**config.mk**
```make
export PLATFORM = sky130hd
export DESIGN_NAME = decode_issue
export DESIGN_NICKNAME = d
export VERILOG_FILES = /design/src/rtl/decode_issue.sv
export SDC_FILE = /design/constraint.sdc
export NUM_CORES = 1
export LEC_CHECK = 0
export BUFFER_PORTS_ARGS = -buffer_cell sky130_fd_sc_hd__buf_4
export CAP_MARGIN = 5
export CORE_MARGIN = 5
export CORE_UTILIZATION = 61
export DETAILED_ROUTE_END_ITERATION = 10
export PLACE_DENSITY = 0.86
export SLEW_MARGIN = 25
export SYNTH_ARGS = -nofsm -noshare
export SYNTH_HDL_FRONTEND = slang
export SYNTH_SLANG_ARGS = --single-unit
```
**constraint.sdc**
```tcl
create_clock -name clk -period 10.5 [get_ports clk]
set_clock_uncertainty 0.2 [all_clocks]
set_input_delay 2.1 -clock clk [delete_from_list [all_inputs] [get_ports clk]]
set_output_delay 2.1 -clock clk [all_outputs]
set_load 0.005 [all_outputs]
```
**src/rtl/decode_issue.sv**
```systemverilog
// decode_issue: single-entry decode/issue stage with a register scoreboard.
//
// Holds at most one fetched instruction, decodes its fields and class flags,
// and issues it to execute only when none of its source/destination
// registers are pending writeback. Issued instructions that write rd mark
// that register busy until the matching writeback arrives.
//
// Ports:
//   clk, reset            clock; asynchronous active-high reset
//   in_valid/in_ready     fetch handshake, in_instr carries the instruction
//                         {opcode[31:27], rd[26:22], rs[21:17], rt[16:12], L[11:0]}
//   out_valid/out_ready   issue handshake to execute
//   opcode, readAddress1 (rs), readAddress2 (rt), writeAddress (rd), L
//                         fields of the held instruction
//   lPassed               held opcode takes L as operand 2 (rt unused)
//   rd_write              held instruction writes rd
//   illegal               held opcode is above 5'h1D
//   flush                 drop the held, not-yet-issued instruction
//   wb_valid/wb_addr      register writeback completing this cycle
module decode_issue (
  input  logic        clk,
  input  logic        reset,
  input  logic        in_valid,
  input  logic [31:0] in_instr,
  output logic        in_ready,
  output logic        out_valid,
  input  logic        out_ready,
  output logic [4:0]  opcode,
  output logic [4:0]  readAddress1,
  output logic [4:0]  readAddress2,
  output logic [4:0]  writeAddress,
  output logic        lPassed,
  output logic [11:0] L,
  output logic        rd_write,
  output logic        illegal,
  input  logic        flush,
  input  logic        wb_valid,
  input  logic [4:0]  wb_addr
);

  logic        held_q, held_d;
  logic [31:0] instr_q, instr_d;
  logic        lpassed_q, lpassed_d;
  logic        rd_write_q, rd_write_d;
  logic        illegal_q, illegal_d;
  logic [31:0] busy_q, busy_d;

  logic [31:0] busy_eff;
  logic        hazard;
  logic        fire;
  logic        accept;
  logic [4:0]  in_op;

  // Class flags are decoded from the incoming opcode and registered with the
  // instruction, so the outputs come straight from flops.
  always_comb begin
    in_op      = in_instr[31:27];
    illegal_d  = (in_op > 5'h1D);
    lpassed_d  = 1'b0;
    rd_write_d = 1'b0;
    case (in_op)
      5'h05, 5'h07, 5'h0A, 5'h12, 5'h19, 5'h1B: lpassed_d = 1'b1;
      default:                                  lpassed_d = 1'b0;
    endcase
    case (in_op) inside
      [5'h00:5'h07], [5'h10:5'h12], [5'h14:5'h1D]: rd_write_d = 1'b1;
      default:                                     rd_write_d = 1'b0;
    endcase
  end

  // Field views of the held instruction.
  always_comb begin
    opcode       = instr_q[31:27];
    writeAddress = instr_q[26:22];
    readAddress1 = instr_q[21:17];
    readAddress2 = instr_q[16:12];
    L            = instr_q[11:0];
    lPassed      = lpassed_q;
    rd_write     = rd_write_q;
    illegal      = illegal_q;
  end

  // The same-cycle writeback is folded in before the hazard check so a
  // completing write releases a stalled consumer without an extra cycle.
  always_comb begin
    busy_eff = busy_q;
    if (wb_valid) begin
      busy_eff[wb_addr] = 1'b0;
    end
    hazard    = busy_eff[readAddress1] | busy_eff[writeAddress] |
                (!lpassed_q & busy_eff[readAddress2]);
    out_valid = held_q & !hazard & !flush;
    fire      = out_valid & out_ready;
    in_ready  = !held_q | fire | flush;
    accept    = in_valid & in_ready;
  end

  always_comb begin
    held_d  = held_q;
    instr_d = instr_q;
    if (accept) begin
      held_d  = 1'b1;
      instr_d = in_instr;
    end else if (fire || flush) begin
      held_d = 1'b0;
    end

    // Set after clear: an issue to the register being written back wins.
    busy_d = busy_eff;
    if (fire && rd_write_q) begin
      busy_d[writeAddress] = 1'b1;
    end
  end

  always_ff @(posedge clk or posedge reset) begin
    if (reset) begin
      held_q     <= 1'b0;
      instr_q    <= '0;
      lpassed_q  <= 1'b0;
      rd_write_q <= 1'b0;
      illegal_q  <= 1'b0;
      busy_q     <= '0;
    end else begin
      held_q <= held_d;
      busy_q <= busy_d;
      if (accept) begin
        instr_q    <= instr_d;
        lpassed_q  <= lpassed_d;
        rd_write_q <= rd_write_d;
        illegal_q  <= illegal_d;
      end
    end
  end

endmodule

```
==> results of run 1 <==
==> power groups by stage <==
stage / logic, mW / registers [mW] / clock network [mW]
after floorplan: 0.239 / 0.357 / 0
after global placement: 0.332 / 0.400 / 0
after detailed placement: 0.339 / 0.402 / 0
after CTS: 0.341 / 0.398 / 0.246
after global routing: 0.372 / 0.410 / 0.259
final: 0.351 / 0.403 / 0.248
==> cells in the mapped netlist, types with 4 or more instances <==
library cell  count  area share, %
dfrtp_1          68             39
o21ai_0          37            4.3
o31ai_1          34            5.9
mux2_4           29             10
clkbuf_1         25            2.2
nand2_1          22            1.9
o211ai_1         17            3.0
nor2_1           15            1.3
nor2b_1          14            2.0
nor3_1           12            1.4
o2111ai_1        12            2.4
nand3_1          11            1.3
nand4_1          11            1.6
inv_1             9           0.78
or3_1             9            1.3
mux2_2            8            2.1
a21oi_1           7           0.81
mux2i_1           7            1.6
nand2b_1          7            1.0
nor4_1            7            1.0
nand4b_1          6            1.2
a32oi_1           5            1.0
or4_1             5           0.87
nor3b_1           4           0.69
==> flip-flops by register name, indices dropped and copies added, names as in the netlist <==
signal / cells
instr_q: 32
illegal: 1
held_q: 1
busy_q: 32
rd_write: 1
lPassed: 1
==> metrics by stage <==
| stage | cell area [µm²] | utilization (%) | cells | total power, mW | setup slack (ns) |
|---|---|---|---|---|---|
| 2_1_floorplan | 4320 | - | 436 | 0.596 | 3.76 |
| 6_report | 5150 | 75.4 | 600 | 1.00 | 3.16 |
| 3_5_place_dp | 4930 | 72.1 | 584 | 0.741 | 3.32 |
| 4_1_cts | 5150 | 75.4 | 600 | 0.985 | 3.31 |
| 3_3_place_gp | 4930 | 72.1 | 584 | 0.731 | 3.39 |
| 5_1_grt | 5150 | 75.4 | 600 | 1.04 | 3.08 |
==> layout make-up <==
| class | count | share of cell area, % |
|---|---|---|
| Timing Repair Buffer | 83 | 12.1 |
| Sequential cell | 68 | 33.0 |
| Tap cell | 96 | 2.33 |
| Clock buffer | 9 | 2.41 |
| Multi-Input combinational cell | 326 | 47.4 |
| Inverter | 11 | 0.802 |
| Clock inverter | 7 | 1.92 |
==> cells by family (layout without fill, tap and decap cells) <==
kind of cell | after synthesis | count (layout) | share of synthesized area (%)
AOI/OAI and AO/OA | 139 | 139 | 22.6
buffers and inverters | 42 | 110 | 4.20
DFF | 68 | 68 | 39.4
muxes | 45 | 45 | 14.3
and+or+nand+nor | 142 | 142 | 19.6
==> critical path, stage by stage <==
cell and delay (ns):
buf_4 0.14, nand4bb_1 0.48, o21ai_0 0.64, o22ai_1 0.30, nor4_1 0.30, nand4b_1 0.17, nor4_1 0.31, nand3_1 0.12
buf_4 0.26, inv_1 0.10, buf_4 0.11
==> worst max-delay path by stage <==
stage	end	startpoint
detailed placement	out_valid	wb_addr[1]
CTS	out_valid	wb_addr[1]
global placement	out_valid	wb_addr[1]
global route	out_valid	wb_addr[1]
floorplan	out_valid	wb_valid
finish	out_valid	wb_addr[0]
==> metal layers <==
metal	share of wire [%]	GRT usage [%]	routed length (µm)
met1	37	45.4	5620
met2	45	54.0	6780
met3	12	10.5	1880
met4	5.4	18.2	809
met5	0	0	0
==> impl_metrics.xml, run 1 <==
<?xml version="1.0" encoding="UTF-8"?>
<metrics>
  <group name="finish">
    <metric name="regArea" unit="mm²">0.00170</metric>
    <metric name="n_fill_cell" unit="">475</metric>
    <metric name="layout_net_count" unit="">542</metric>
    <metric name="total_inserted_antenna_cells" unit="">0</metric>
    <metric name="most_common_cell_after_layout_fill_and_taps_aside" unit="">buf_4</metric>
    <metric name="area_overhead_of_the_layout_relative_to_synthesis" unit="%">19.1</metric>
    <metric name="most-common-layout-cells" unit="">buf_4 (83), dfrtp_1 (68), o21ai_0 (37)</metric>
    <metric name="multi_input_area" unit="mm²">0.00244</metric>
    <metric name="layout-drive-gt1-share" unit="%">28.8</metric>
  </group>
  <group name="cts">
    <metric name="clk_path_buf_depth" unit="">2</metric>
    <metric name="postCtsHoldBufs" unit="">0</metric>
    <metric name="tritoncts.num_buffers" unit="">9</metric>
    <metric name="cts.htree.levels" unit="">3</metric>
    <metric name="post_cts.repair.setup_buffers" unit="">0</metric>
    <metric name="cts_tree" unit="">built</metric>
    <metric name="clock_insertion_delay_worst_skew" unit="ns">0.36</metric>
    <metric name="root_buffer" unit="">clkbuf_8</metric>
    <metric name="cts_resized" unit="">0</metric>
    <metric name="clock_sink_count" unit="">68</metric>
    <metric name="clk_transition_reported_paths" unit="ns">0.07</metric>
  </group>
  <group name="power">
    <metric name="seq_power_share" unit="%">40.3</metric>
    <metric name="max-vdd-ir-drop" unit="µV">123</metric>
    <metric name="p_int" unit="µW">614</metric>
    <metric name="combinationalPowerShare" unit="%">35.0</metric>
    <metric name="cellLeakagePower" unit="nW">2.20</metric>
    <metric name="clkPwrFrac" unit="%">24.7</metric>
    <metric name="power_switching" unit="µW">388</metric>
    <metric name="cellPowerDensity" unit="mW/mm²">195</metric>
    <metric name="switching_share" unit="%">38.7</metric>
  </group>
  <group name="global_route">
    <metric name="globalRouteOverflowTotal" unit="">0</metric>
    <metric name="antenna_violations_before_repair" unit="">0</metric>
    <metric name="grt_start_max_net_pins" unit="">69</metric>
    <metric name="grt_first_pass_wirelength" unit="mm">23.8</metric>
    <metric name="first_global_vias" unit="">4345</metric>
    <metric name="grt_util_all_layers" unit="%">35.4</metric>
  </group>
  <group name="die">
    <metric name="chipHeight" unit="µm">94.2</metric>
    <metric name="die_x_extent" unit="µm">94.2</metric>
    <metric name="core.rowCount" unit="">30</metric>
    <metric name="top_level_ports" unit="">80</metric>
    <metric name="core-area" unit="mm²">0.00683</metric>
    <metric name="start_util" unit="%">63.3</metric>
    <metric name="die_area" unit="mm²">0.00887</metric>
  </group>
  <group name="setup_path">
    <metric name="cp.arrival" unit="ns">5.04</metric>
    <metric name="r2r_cells" unit="">9</metric>
    <metric name="reg2reg_to" unit="">instr_q[13]</metric>
    <metric name="rr_startpoint" unit="">instr_q[23]</metric>
    <metric name="cp-end-kind" unit="">output pin</metric>
    <metric name="setup.worst_path.start_class" unit="">primary input</metric>
    <metric name="crit_required" unit="ns">8.20</metric>
    <metric name="reg2reg_slack" unit="ns">6.62</metric>
    <metric name="timing_worst_setup_path_type" unit="">primary input to output pin</metric>
    <metric name="path_max_fanout" unit="">33</metric>
  </group>
  <group name="timing">
    <metric name="min_period_over_period" unit="%">69.9</metric>
    <metric name="maxClockFrequency" unit="GHz">0.136</metric>
    <metric name="slew_viol_final" unit="">0</metric>
    <metric name="tns" unit="ns">0</metric>
    <metric name="timing_hold_violations_final" unit="">0</metric>
    <metric name="max_slew.worst_pin.slew" unit="ns">0.921</metric>
    <metric name="fin_hold_ws" unit="ns">0.311</metric>
    <metric name="maxSlewHeadroom" unit="%">38.6</metric>
    <metric name="grt_setup_unrepaired" unit="">no</metric>
    <metric name="setup_viol_count_final" unit="">0</metric>
    <metric name="timing.final.crit_period" unit="ns">7.34</metric>
  </group>
  <group name="hold_path">
    <metric name="holdCritStartpoint" unit="">instr_q[8]</metric>
    <metric name="hp-class" unit="">register to register</metric>
    <metric name="hold-path-endpoint" unit="">instr_q[8]</metric>
    <metric name="timing.hold.worst_path_depth" unit="">1</metric>
  </group>
  <group name="synth">
    <metric name="synth_enable_flop_cells" unit="">0</metric>
    <metric name="synth_ff_type" unit="">dfrtp_1</metric>
    <metric name="yosysSeqAreaShare" unit="%">39.4</metric>
    <metric name="async_flop_share" unit="%">100</metric>
    <metric name="syn_nets" unit="">479</metric>
    <metric name="yosys_warnings" unit="">0</metric>
    <metric name="post_synth_instance_area" unit="mm²">0.00432</metric>
    <metric name="synthesis.instances" unit="">436</metric>
    <metric name="synth_seq_cells" unit="">68</metric>
    <metric name="synth.lib_cells_used.distinct" unit="">62</metric>
    <metric name="postSynthAreaPerCell" unit="µm²">9.92</metric>
  </group>
  <group name="placement">
    <metric name="numPortBuffers" unit="">79</metric>
    <metric name="detailedPlacementHpwl" unit="mm">10.9</metric>
    <metric name="gp_routability_congestion" unit="">1.03</metric>
  </group>
  <group name="flow_run">
    <metric name="max_cap_viol_count" unit="">0</metric>
  </group>
  <group name="outcome">
    <metric name="outcome" unit="">completed</metric>
  </group>
  <group name="detailed_routing">
    <metric name="firstDrtPassIters" unit="">8</metric>
    <metric name="route.vias.total" unit="">4419</metric>
    <metric name="wire_per_inst" unit="µm">25.2</metric>
    <metric name="routed_wirelength" unit="mm">15.1</metric>
    <metric name="drt.antenna.violating_nets" unit="">0</metric>
    <metric name="drtIter0Drc" unit="">737</metric>
    <metric name="drc_errors" unit="">0</metric>
    <metric name="viasPerCell" unit="">7.37</metric>
  </group>
</metrics>
Power figures use the tool's default switching activity.
==> run 2, diff against run 1 <==
Settings changed: CORE_UTILIZATION 61 to 56, PLACE_DENSITY 0.86 to 0.8.
Clock period 10.5 ns to 7.5 ns, I/O delays scaled along.
==> run 2 against run 1 <==
Combinational power increased by 40%. Global-route usage decreased by 3.5 points. Critical endpoint unchanged. First-iteration DRC count decreased by 25%.
==> impl_metrics.xml, run 2 (synthesized netlist as in run 1, its figures left out) <==
<?xml version="1.0" encoding="UTF-8"?>
<metrics>
  <group name="setup_path">
    <metric name="cp.arrival" unit="ns">4.42</metric>
    <metric name="path_max_fanout" unit="">33</metric>
    <metric name="timing.critical_path.cells" unit="">buf_4 &gt; nand4b_1 &gt; o21ai_0 &gt; mux4_2 &gt; nor2_1 &gt; or3_1 &gt; nor4_1 &gt; nand3_1 &gt; buf_4 &gt; inv_1 &gt; buf_4</metric>
    <metric name="slowest_delay" unit="ns">0.62</metric>
    <metric name="critical_path.n_buffers_inverters" unit="">4</metric>
    <metric name="cp_slowest_cell" unit="">o21ai_0</metric>
    <metric name="path_delay_family" unit="">simple AND/OR/NAND/NOR gates</metric>
    <metric name="dominant_cell_type_by_count_on_the_critical_path" unit="">buf_4</metric>
    <metric name="crit_required" unit="ns">5.80</metric>
    <metric name="reg2reg_to" unit="">instr_q[11]</metric>
    <metric name="reg2reg_slack" unit="ns">3.59</metric>
    <metric name="timing_worst_setup_path_type" unit="">primary input to output pin</metric>
    <metric name="rr_startpoint" unit="">instr_q[13]</metric>
    <metric name="cp-end-kind" unit="">output pin</metric>
    <metric name="setup.worst_path.start_class" unit="">primary input</metric>
    <metric name="r2r_cells" unit="">8</metric>
  </group>
  <group name="detailed_routing">
    <metric name="viasPerCell" unit="">7.26</metric>
    <metric name="firstDrtPassIters" unit="">9</metric>
    <metric name="routed_wirelength" unit="mm">15.1</metric>
    <metric name="drc_errors" unit="">0</metric>
    <metric name="drt.antenna.violating_nets" unit="">0</metric>
    <metric name="route.vias.total" unit="">4398</metric>
    <metric name="wire_per_inst" unit="µm">24.9</metric>
    <metric name="drtIter0Drc" unit="">553</metric>
  </group>
  <group name="flow_run">
    <metric name="max_cap_viol_count" unit="">0</metric>
  </group>
  <group name="cts">
    <metric name="clock_insertion_delay_worst_skew" unit="ns">0.36</metric>
    <metric name="root_buffer" unit="">clkbuf_8</metric>
    <metric name="cts.htree.levels" unit="">3</metric>
    <metric name="postCtsHoldBufs" unit="">0</metric>
    <metric name="clock_sink_count" unit="">68</metric>
    <metric name="cts_resized" unit="">0</metric>
    <metric name="post_cts.repair.setup_buffers" unit="">0</metric>
    <metric name="tritoncts.num_buffers" unit="">9</metric>
    <metric name="clk_path_buf_depth" unit="">2</metric>
    <metric name="clk_transition_reported_paths" unit="ns">0.07</metric>
    <metric name="cts_tree" unit="">built</metric>
  </group>
  <group name="finish">
    <metric name="most_common_cell_after_layout_fill_and_taps_aside" unit="">buf_4</metric>
    <metric name="total_inserted_antenna_cells" unit="">0</metric>
    <metric name="area_overhead_of_the_layout_relative_to_synthesis" unit="%">19.4</metric>
    <metric name="layout_net_count" unit="">543</metric>
    <metric name="most-common-layout-cells" unit="">buf_4 (84), dfrtp_1 (68), o21ai_0 (37)</metric>
    <metric name="stdcell_area" unit="mm²">0.00516</metric>
    <metric name="layout-drive-gt1-share" unit="%">28.8</metric>
    <metric name="largest_registers" unit="">busy_q: 32 flops, instr_q: 32 flops</metric>
  </group>
  <group name="timing">
    <metric name="timing.final.crit_period" unit="ns">6.12</metric>
    <metric name="slew_viol_final" unit="">0</metric>
    <metric name="grt_setup_unrepaired" unit="">no</metric>
    <metric name="tns" unit="ns">0</metric>
    <metric name="max_slew.worst_pin.slew" unit="ns">0.872</metric>
    <metric name="maxClockFrequency" unit="GHz">0.163</metric>
    <metric name="min_period_over_period" unit="%">81.6</metric>
    <metric name="timing_hold_violations_final" unit="">0</metric>
    <metric name="fin_hold_ws" unit="ns">0.319</metric>
    <metric name="maxSlewHeadroom" unit="%">41.9</metric>
    <metric name="setup_viol_count_final" unit="">0</metric>
  </group>
  <group name="placement">
    <metric name="numPortBuffers" unit="">79</metric>
    <metric name="detailedPlacementHpwl" unit="mm">10.7</metric>
    <metric name="dpl_cell_area" unit="mm²">0.00494</metric>
    <metric name="gp_routability_congestion" unit="">1.06</metric>
  </group>
  <group name="die">
    <metric name="die_x_extent" unit="µm">97.9</metric>
    <metric name="chipHeight" unit="µm">97.9</metric>
    <metric name="start_util" unit="%">56.8</metric>
    <metric name="die_area" unit="mm²">0.00958</metric>
    <metric name="top_level_ports" unit="">80</metric>
    <metric name="core.rowCount" unit="">32</metric>
    <metric name="core-area" unit="mm²">0.00761</metric>
  </group>
  <group name="global_route">
    <metric name="grt_first_pass_wirelength" unit="mm">23.9</metric>
    <metric name="globalRouteOverflowTotal" unit="">0</metric>
    <metric name="grt_start_max_net_pins" unit="">69</metric>
    <metric name="antenna_violations_before_repair" unit="">0</metric>
    <metric name="grt_util_all_layers" unit="%">32.0</metric>
    <metric name="first_global_vias" unit="">4421</metric>
  </group>
  <group name="power">
    <metric name="cellPowerDensity" unit="mW/mm²">272</metric>
    <metric name="max-vdd-ir-drop" unit="µV">142</metric>
    <metric name="cellLeakagePower" unit="nW">2.21</metric>
  </group>
  <group name="hold_path">
    <metric name="hold-path-endpoint" unit="">instr_q[27]</metric>
    <metric name="holdCritStartpoint" unit="">instr_q[27]</metric>
    <metric name="hp-class" unit="">register to register</metric>
    <metric name="timing.hold.worst_path_depth" unit="">1</metric>
  </group>
  <group name="outcome">
    <metric name="outcome" unit="">completed</metric>
  </group>
</metrics>
## run 2: cell types whose count changed in the layout (fill, tap and decap cells not counted)
cell / change
clkinv_2: -1
clkbuf_8: +1
buf_4: +1
clkinv_4: -1
## run 2: per-stage QoR
step	power (mW)	worst slack, ns	utilization [%]	std cells
6_report	1.40	1.38	67.9	606
4_1_cts	1.39	1.51	67.9	606
3_3_place_gp	1.03	1.45	65.0	591
2_1_floorplan	0.834	1.96	-	436
5_1_grt	1.47	1.19	67.9	606
3_5_place_dp	1.04	1.54	65.0	591
## run 2: final cells by class
type | count | area [µm²]
Clock inverter | 5 | 85.1
Timing Repair Buffer | 84 | 631
Multi-Input combinational cell | 326 | 2440
Clock buffer | 10 | 138
Fill cell | 583 | 2440
Inverter | 11 | 41.3
Tap cell | 102 | 128
Sequential cell | 68 | 1700
## run 2: worst register-to-register path, stage by stage, from the launching register on
cell      delay [ns]
dfrtp_1         0.79
nand2b_1        0.27
o32ai_1         0.11
o31ai_1         0.49
or3b_2          0.51
nor4bb_1        0.58
a22oi_2         0.10
buf_4           0.33
mux2_4          0.41
## run 2: how the worst max path moves through the flow
stage          startpoint         to  slack, ns  cells past startpoint
2_1_floorplan    wb_valid  out_valid       1.96                     10
3_3_place_gp   wb_addr[2]  out_valid       1.45                     11
3_5_place_dp   wb_addr[1]  out_valid       1.54                     11
4_1_cts        wb_addr[2]  out_valid       1.51                     11
5_1_grt        wb_addr[2]  out_valid       1.19                     11
6_report       wb_addr[2]  out_valid       1.38                     11
## run 2: metal layers
layer	routed length, µm	GRT usage [%]	share of wire [%]
met4	958	18.5	6.3
met2	6560	47.5	43
met1	5620	40.7	37
met5	0	0	0
met3	1950	10.6	13
## run 2: power breakdown
group          switching [mW]  internal, mW
clock                   0.153         0.196
sequential              0.117         0.447
combinational           0.265         0.225
==> run 3, diff against run 2 <==
Settings changed: CORE_UTILIZATION 56 to 51, PLACE_DENSITY 0.8 to 0.77.
Clock period 7.5 ns to 5.15 ns, I/O delays scaled along.
==> run 3 against run 2 <==
Clock power rose by 10%. Register-to-register slack got worse by 2.2 ns. Design area rose by 1.3%. Wire length rose by 1.7%. Critical path type unchanged. Largest power group unchanged.
==> impl_metrics.xml, run 3 (synthesized netlist as in run 1, its figures left out) <==
<?xml version="1.0" encoding="UTF-8"?>
<metrics>
  <group name="power">
    <metric name="cellPowerDensity" unit="mW/mm²">375</metric>
    <metric name="power_switching" unit="µW">776</metric>
    <metric name="cellLeakagePower" unit="nW">2.25</metric>
    <metric name="p_int" unit="mW">1.18</metric>
    <metric name="switching_share" unit="%">39.6</metric>
    <metric name="combinationalPowerShare" unit="%">38.6</metric>
    <metric name="clkPwrFrac" unit="%">19.6</metric>
    <metric name="max-vdd-ir-drop" unit="µV">249</metric>
    <metric name="seq_power_share" unit="%">41.9</metric>
  </group>
  <group name="detailed_routing">
    <metric name="viasPerCell" unit="">6.96</metric>
    <metric name="wire_per_inst" unit="µm">24.5</metric>
    <metric name="drc_errors" unit="">0</metric>
    <metric name="firstDrtPassIters" unit="">5</metric>
    <metric name="route.vias.total" unit="">4351</metric>
    <metric name="drtIter0Drc" unit="">580</metric>
    <metric name="routed_wirelength" unit="mm">15.3</metric>
    <metric name="drt.antenna.violating_nets" unit="">0</metric>
  </group>
  <group name="cts">
    <metric name="clk_path_buf_depth" unit="">2</metric>
    <metric name="clock_sink_count" unit="">68</metric>
    <metric name="root_buffer" unit="">clkbuf_8</metric>
    <metric name="clk_transition_reported_paths" unit="ns">0.07</metric>
    <metric name="cts.htree.levels" unit="">3</metric>
    <metric name="clock_insertion_delay_worst_skew" unit="ns">0.35</metric>
    <metric name="postCtsHoldBufs" unit="">0</metric>
    <metric name="cts_tree" unit="">built</metric>
    <metric name="tritoncts.num_buffers" unit="">9</metric>
    <metric name="post_cts.repair.setup_buffers" unit="">0</metric>
    <metric name="cts_resized" unit="">0</metric>
  </group>
  <group name="finish">
    <metric name="area_overhead_of_the_layout_relative_to_synthesis" unit="%">21.0</metric>
    <metric name="most_common_cell_after_layout_fill_and_taps_aside" unit="">buf_4</metric>
    <metric name="total_inserted_antenna_cells" unit="">0</metric>
    <metric name="most-common-layout-cells" unit="">buf_4 (98), dfrtp_1 (68), o21ai_0 (37)</metric>
    <metric name="layout_net_count" unit="">558</metric>
    <metric name="largest_registers" unit="">busy_q: 32 flops, instr_q: 32 flops</metric>
    <metric name="layout-drive-gt1-share" unit="%">30.4</metric>
  </group>
  <group name="timing">
    <metric name="min_period_over_period" unit="%">94.5</metric>
    <metric name="grt_setup_unrepaired" unit="">no</metric>
    <metric name="maxSlewHeadroom" unit="%">38.5</metric>
    <metric name="maxClockFrequency" unit="GHz">0.205</metric>
    <metric name="timing_hold_violations_final" unit="">0</metric>
    <metric name="timing.final.crit_period" unit="ns">4.87</metric>
    <metric name="slew_viol_final" unit="">0</metric>
    <metric name="tns" unit="ns">0</metric>
    <metric name="layout_setup_ws" unit="ns">0.281</metric>
    <metric name="setup_viol_count_final" unit="">0</metric>
    <metric name="max_slew.worst_pin.slew" unit="ns">0.922</metric>
  </group>
  <group name="global_route">
    <metric name="grt_start_max_net_pins" unit="">36</metric>
    <metric name="antenna_violations_before_repair" unit="">0</metric>
    <metric name="first_global_vias" unit="">4325</metric>
    <metric name="grt_first_pass_wirelength" unit="mm">24.1</metric>
    <metric name="grt_util_all_layers" unit="%">30.7</metric>
    <metric name="globalRouteOverflowTotal" unit="">0</metric>
  </group>
  <group name="outcome">
    <metric name="outcome" unit="">completed</metric>
  </group>
  <group name="setup_path">
    <metric name="path_max_fanout" unit="">20</metric>
    <metric name="r2r_cells" unit="">9</metric>
    <metric name="crit_required" unit="ns">3.92</metric>
    <metric name="cp-end-kind" unit="">output pin</metric>
    <metric name="timing.critical_path.cells" unit="">buf_4 &gt; nand2b_1 &gt; o21ai_0 &gt; mux2i_1 &gt; a32o_1 &gt; or3_1 &gt; nor4_1 &gt; nand3_1 &gt; inv_1 &gt; buf_4</metric>
    <metric name="timing_worst_setup_path_type" unit="">primary input to output pin</metric>
    <metric name="dominant_cell_type_by_count_on_the_critical_path" unit="">buf_4</metric>
    <metric name="cp.arrival" unit="ns">3.64</metric>
    <metric name="rr_startpoint" unit="">instr_q[23]</metric>
    <metric name="slowest_delay" unit="ns">0.52</metric>
    <metric name="critical_path.n_buffers_inverters" unit="">3</metric>
    <metric name="setup.worst_path.start_class" unit="">primary input</metric>
    <metric name="reg2reg_slack" unit="ns">1.40</metric>
    <metric name="cp_slowest_cell" unit="">o21ai_0</metric>
    <metric name="reg2reg_to" unit="">instr_q[15]</metric>
    <metric name="path_delay_family" unit="">simple AND/OR/NAND/NOR gates</metric>
  </group>
  <group name="placement">
    <metric name="gp_routability_congestion" unit="">1.02</metric>
    <metric name="numPortBuffers" unit="">79</metric>
    <metric name="pre_cts_slack" unit="ns">0.312</metric>
    <metric name="detailedPlacementHpwl" unit="mm">11.1</metric>
  </group>
  <group name="die">
    <metric name="top_level_ports" unit="">80</metric>
    <metric name="start_util" unit="%">52.4</metric>
    <metric name="chipHeight" unit="µm">102</metric>
    <metric name="core.rowCount" unit="">33</metric>
    <metric name="core-area" unit="mm²">0.00826</metric>
    <metric name="die_area" unit="mm²">0.0104</metric>
    <metric name="die_x_extent" unit="µm">102</metric>
  </group>
  <group name="hold_path">
    <metric name="hp-class" unit="">register to register</metric>
    <metric name="hold-path-endpoint" unit="">instr_q[9]</metric>
    <metric name="timing.hold.worst_path_depth" unit="">1</metric>
    <metric name="holdCritStartpoint" unit="">instr_q[9]</metric>
  </group>
  <group name="flow_run">
    <metric name="max_cap_viol_count" unit="">0</metric>
  </group>
</metrics>
## run 3: cell count changes in the layout (fill, tap and decap cells not counted), sizes merged
cell    delta
buf       +15
bufinv     -2
clkbuf     +2
clkinv     +2
inv        -1
## run 3: worst reg2reg max path, cell delays in order (launching register included)
cell,delay [ns]
dfrtp_1,0.85
nor2_1,0.25
a32oi_1,0.28
o22ai_1,0.17
or4_1,0.51
or4_1,0.47
nor4_2,0.22
a22oi_2,0.11
buf_12,0.22
mux2_4,0.36
## run 3: worst max path at each step
| stage | start | endpoint | depth (start not counted) |
|---|---|---|---|
| global placement | wb_addr[1] | out_valid | 10 |
| floorplan | wb_valid | out_valid | 10 |
| finish | wb_addr[4] | out_valid | 10 |
| CTS | wb_addr[1] | out_valid | 10 |
| global route | wb_addr[4] | out_valid | 10 |
| detailed placement | wb_addr[1] | out_valid | 10 |
## run 3: metrics by stage
stage | util (%) | hold slack (ns) | std cells | cell area [µm²] | total power, mW
after floorplan | - | 0.265 | 436 | 4320 | 1.22
after global placement | 61.4 | 0.292 | 609 | 5070 | 1.55
after detailed placement | 61.4 | 0.293 | 609 | 5070 | 1.56
after CTS | 63.4 | 0.315 | 625 | 5230 | 1.94
after global routing | 63.4 | 0.332 | 625 | 5230 | 2.05
final | 63.4 | 0.312 | 625 | 5230 | 1.96
## run 3: layout make-up
| cell class | count | area [µm²] |
|---|---|---|
| fill | 714 | 3030 |
| multi-input combinational | 326 | 2440 |
| sequential | 68 | 1700 |
| timing repair buffer | 99 | 756 |
| clock buffer | 12 | 135 |
| tap | 105 | 131 |
| inverter | 11 | 41.3 |
| clock inverter | 4 | 26.3 |
## run 3: power by group through the flow
stage	Clock, mW	Combinational, mW	Sequential, mW
3_5_place_dp	0	0.738	0.819
2_1_floorplan	0	0.488	0.728
6_report	0.384	0.756	0.821
3_3_place_gp	0	0.731	0.818
5_1_grt	0.411	0.804	0.836
4_1_cts	0.389	0.740	0.812
## run 3: metal layers
layer | GRT usage, % | routed length [µm]
met4 | 16.5 | 892
met3 | 8.46 | 1740
met1 | 40.8 | 6080
met2 | 45.4 | 6630
met5 | 0 | 0
